[src/rtl/sz_ex.sv]
// Immediate sign/zero-extension unit: forms a registered 32-bit operand from a 20-bit immediate field.
// Optional: define SZ_EX_ZERO_FLAG_EN to add a registered out_zero flag.
module sz_ex (
    input  logic        clk,
    input  logic        rst_n,
    input  logic        in_valid,
    input  logic        sz_ex_sel,
    input  logic [1:0]  sz_ex_mode,
    input  logic [19:0] imm,
    output logic [31:0] sz_ex_out,
    output logic        out_valid
`ifdef SZ_EX_ZERO_FLAG_EN
    ,
    output logic        out_zero
`endif
);

    typedef enum logic [1:0] {
        STANDARD = 2'b00,
        BRANCH   = 2'b01,
        U_TYPE   = 2'b10,
        JAL      = 2'b11
    } mode_e;

    mode_e       mode;
    logic        ext;
    logic [31:0] f;

    assign mode = mode_e'(sz_ex_mode);

    // NOTE: every output of always_comb gets a default first so no path can infer a latch.
    always_comb begin
        ext = 1'b0;
        f   = 32'h0;
        unique case (mode)
            STANDARD: begin
                ext = sz_ex_sel & imm[11];
                f   = {{20{ext}}, imm[11:0]};
            end
            BRANCH: begin
                ext = sz_ex_sel & imm[11];
                f   = {{19{ext}}, imm[11:0], 1'b0};
            end
            U_TYPE: begin
                f   = {imm, 12'h000};
            end
            JAL: begin
                ext = sz_ex_sel & imm[19];
                f   = {{11{ext}}, imm, 1'b0};
            end
            default: f = 32'h0;
        endcase
    end

    // NOTE: sequential state uses non-blocking assignments so all registers update from pre-edge values.
    always_ff @(posedge clk or negedge rst_n) begin
        if (!rst_n) begin
            sz_ex_out <= 32'h0;
            out_valid <= 1'b0;
        end else begin
            out_valid <= in_valid;
            if (in_valid) begin
                sz_ex_out <= f;
            end
        end
    end

`ifdef SZ_EX_ZERO_FLAG_EN
    always_ff @(posedge clk or negedge rst_n) begin
        if (!rst_n) begin
            out_zero <= 1'b0;
        end else if (in_valid) begin
            out_zero <= (f == 32'h0);
        end
    end
`endif

endmodule

[config.mk]
export PLATFORM = sky130hd
export DESIGN_NAME = sz_ex
export DESIGN_NICKNAME = d
export VERILOG_FILES = /design/src/rtl/sz_ex.sv
export SDC_FILE = /design/constraint.sdc
export NUM_CORES = 1
export LEC_CHECK = 0
export CAP_MARGIN = 40
export CORE_ASPECT_RATIO = 1.1
export CORE_MARGIN = 1.5
export CORE_UTILIZATION = 43
export DETAILED_ROUTE_END_ITERATION = 8
export PLACE_DENSITY = 0.77
export SYNTH_ARGS = -nofsm -noshare
export SYNTH_HDL_FRONTEND = slang
export SYNTH_SLANG_ARGS = --single-unit
[constraint.sdc]
create_clock -name clk -period 1.15 [get_ports clk]
set_clock_uncertainty 0.15 [all_clocks]
set_input_delay 0.115 -clock clk [delete_from_list [all_inputs] [get_ports clk]]
set_output_delay 0.115 -clock clk [all_outputs]
set_load 0.005 [all_outputs]
# --- Word level (Yosys, flattened, before mapping) ---
# Index checks and enable logic that the tools add are counted.
word_totals:
  reg_bits: 33
classes:
  bitwise_logic: 2
  n_mux: 1
  n_reduce_logical: 1
  eq_ne: 3
ops:
  columns: ["operator", "n"]
  rows:
  - ["32-bit case mux with 4 select lines", 1]
  - ["2-bit equality test, second input constant", 2]
  - ["1-bit bitwise AND", 2]
  - ["2-bit by 1-bit equality test with 1-bit output, second input constant", 1]
  - ["2-bit zero test", 1]

# --- Logic depth before layout (Yosys ltp) ---
# Gate-level depths: netlist of run 1.
logic_depth:
  word_depth: 2
  depth_mapped: 6
  mapped_depth_nobuf: 3

# --- Worst setup path after synthesis of run 1 ---
# No wires, ideal clock.
synth_timing:
  path_kind: "input -> register"
  startpoint: "input port sz_ex_mode[0]"
  endpoint: "register sz_ex_out[10]"
  path_slack_ps: 89
  t_required_ps: 874
  arrival_ps: 785
  stages: 5
  cell_sequence: "buf_6 buf_12 buf_8 a221oi_1 nor2_1"
synth_via:
  elab_chain_cells: 2
  elab_cells_between_ends: 5
  classes_between: "eq/ne: 3; mux: 1; reduce/logical: 1"
synth_lines:
  columns: ["element", "line", "rtl"]
  rows:
  - ["from (decl)", "8", "input logic [1:0] sz_ex_mode,"]
  - ["2-bit equality test (tied with other cells)", null, null]
  - ["32-bit case mux with 4 select lines *", "35", "unique case (mode)"]
  - ["to (signal assigned)", "58", "sz_ex_out <= 32'h0;"]
  - ["to (signal assigned)", "63", "sz_ex_out <= f;"]
  - ["to (decl)", "10", "output logic [31:0] sz_ex_out,"]
# Mark *: on every way between the ends. The rest lies on a longest branch, timed or not.
# A chain may end at the register's enable or synchronous reset.

# --- Worst setup path after layout of run 1 ---
layout_timing:
  startpoint: "register sz_ex_out[28]"
  endpoint: "output port sz_ex_out[28]"
# No word-level cell between the ends.

==> results.toml, run 1 <==
[outcome]
status = "finished, final reports clean"

[logic_synthesis]
synth-seq-cells = 33
synth_edf_count = 0
syn_avg_cell_area_um2 = 11.8
synth_flop_cell = "dfrtp_1"
post_synth_num_cell_types = 27
yosysWarnings = 0
synth_top_area_share_pct = 53.7
seq_area_frac_synth_pct = 53.7
mappedNetlistNets = 156
synth_top_area_cell = "dfrtp_1"
synthTopCellsByArea = "dfrtp_1, a221o_1, a221oi_1, nor2_1, mux2i_1"
syn_area_um2 = 1540
syn-instance-count = 130
synth_most_common_cell = "dfrtp_1"
async_reset_ff_share_pct = 100
synth_common_cells = "dfrtp_1, nor2_1, a221o_1"

[grt]
grt_antenna_before_repair = 0
met3_usage_pct = 6.10
grt.busiest_layer = "met2"
use_met1_pct = 29.1
grtUsageTotal_pct = 24.6
grt_pass1_wl_um = 7040
grt_max_degree = 34
met2_usage_pct = 41.3
grt-ovfl-total = 0
grt_pass1_vias = 1463

[place]
gp_congestion = 0.772
port_buffers = 58
place_inst = 239
hpwl_um = 2990

[worst_setup_path]
cp.arrival_ns = 0.87
worstPathMaxFanout = 2
worst_path_max_delay_cell = "dfrtp_1"
cpLargestDelayFamily = "flip-flops"
worstSetupEndpointType = "output port"
rrSetupSlack_ns = 0.02
r2r-end = "sz_ex_out[27]"
worstSetupPathType = "register to output port"
cp.buffers_inverters = 1
crit-reg2reg-launch = "sz_ex_out[27]"
max_stage_delay_ns = 0.41
worstRegToRegCells = 2
crit_chain = "buf_2"
crit_required_ns = 0.88
cp-start-kind = "register"
startpoint = "sz_ex_out[28]"

[die]
floorplan.io_pins = 59
die_height_um = 65.7
initial_core_util_pct = 45.4
dieArea_um2 = 3940
core_region_area_um2 = 3390
die_w_um = 60.0
rows = 22

[cts]
insertion_delay_ns = 0.33
clockBufferDepth = 2
cts_max_level = 2
cts_buffers = 5
clock_sinks = 33
cts_root_buf = "clkbuf_4"
path_clk_slew_ns = 0.10
cts_tree = "done"

[timing]
rsz0062_at_grt = "true"
drv_slew = 0
setup_violations = 0
worstMarginPinSlew_ns = 0.415
min_period_over_period_pct = 98.6
fmax_mhz = 882
max_slew_margin_pct = 72.3
worst_hold_slack_ns = 0.180
hold_viol_final = 0
period_minus_slack_ns = 1.13

[drt]
drt_pass1_iterations = 4
drt-initial-drc-count = 43
drcViolationCount = 0
vias = 1467
antenna_left = 0
viasPerCell = 5.45
wl_um = 4450
wl_per_cell_um = 16.5

[layout]
antenna_cells = 0
nFillCells = 292
fin_cells = 269
drive_above_1_share_pct = 37.6
synthToLayoutAreaGrowth_pct = 47.7
finalNetCount = 246

[min_path]
hold_start = "in_valid"
worstHoldPathCells = 2
hold_end = "out_valid"
hold_path.class = "input pin to register"

[job]
cap_violations = 0

[power_and_ir_drop]
ir_drop_uv = 846
powerDensity_nw_per_um2 = 1160
leakagePower_nw = 1.09
## what timing repair did
| item | in CTS | in global routing |
|---|---|---|
| buffers inserted | 16 | 4 |
| endpoints found under the setup margin | 64 | 32 |
| pin swaps | 2 | 2 |
| endpoints found under the hold margin | 16 | 0 |
| gates cloned | 1 | 0 |
| gates resized for setup | 140 | 1 |
| hold buffers | 1 | 0 |
## layout by cell type (no fill, tap or decap), types with 2 or more instances in the layout
master	n
a21oi_4	2
a221o_1	11
a221oi_1	10
and2_0	5
and2_1	3
buf_2	33
buf_4	34
clkbuf_1	3
clkbuf_4	5
clkdlybuf4s50_1	22
dfrtp_1	33
dlygate4sd2_1	3
mux2i_1	8
nand2_2	2
nor2_1	21
o21ai_0	3
o2bb2ai_1	8
## state kept, by name, summed over array words and instances, names as in the netlist
name and count:
sz_ex_out 32, out_valid 1
## report_power, final
part | internal (W) | switching, W
clock network | 0.000243 | 0.000368
registers | 0.00128 | 0.0000634
logic | 0.000387 | 0.000297
## layout make-up
class / instances / area [um2] / share of cell area, %
sequential: 33 / 826 / 36.4
timing repair buffer: 94 / 697 / 30.7
multi-input combinational: 84 / 628 / 27.7
tap: 48 / 60.1 / 2.65
clock buffer: 8 / 48.8 / 2.15
inverter: 2 / 10.0 / 0.441
## worst max path at each step
stage | to | slack, ns | cells after the start
finish | sz_ex_out[28] | 0.02 | 1
global route | sz_ex_out[7] | -0.03 | 1
CTS | sz_ex_out[28] | 0.004 | 1
detailed placement | sz_ex_out[25] | -0.70 | 4
global placement | sz_ex_out[21] | -0.61 | 4
floorplan | sz_ex_out[10] | 0.09 | 5
## layer usage
metal  share of wire [%]  wire length [um]
met1                  40              1770
met2                  51              2250
met3                 6.9               308
met4                 2.7               120
met5                   0                 0
## through the flow
step	util, %	TNS [ns]	power [W]	setup slack (ns)	instance area, um2
global route	67.0	-0.392	0.00280	-0.0325	2270
detailed placement	64.5	-17.94	0.00205	-0.696	2180
global placement	64.5	-16.32	0.00203	-0.609	2180
floorplan	-	0	0.00161	0.0889	1540
finish	67.0	0	0.00264	0.0158	2270
CTS	66.0	0	0.00262	0.00359	2230
## logic make-up after synthesis
group	after synthesis	share of synthesized area, %
AND/OR/NAND/NOR	39	12.1
AO/OA/AOI/OAI	35	19.9
flip-flops	33	53.7
buffers and inverters	14	8.31
multiplexers	9	5.94
Note: power is estimated with default switching activity, not from simulation.
==> run 2: changes to the inputs <==
--- a/config.mk
+++ b/config.mk
@@ -9,7 +9,9 @@
 export CORE_ASPECT_RATIO = 1.1
 export CORE_MARGIN = 1.5
 export CORE_UTILIZATION = 43
+export CTS_CLUSTER_SIZE = 28
 export DETAILED_ROUTE_END_ITERATION = 8
+export GPL_ROUTABILITY_DRIVEN = 0
 export PLACE_DENSITY = 0.77
 export SYNTH_ARGS = -nofsm -noshare
 export SYNTH_HDL_FRONTEND = slang
==> results of run 2 <==
Same layout as run 1: the final DEF is identical, and so are final timing and power.
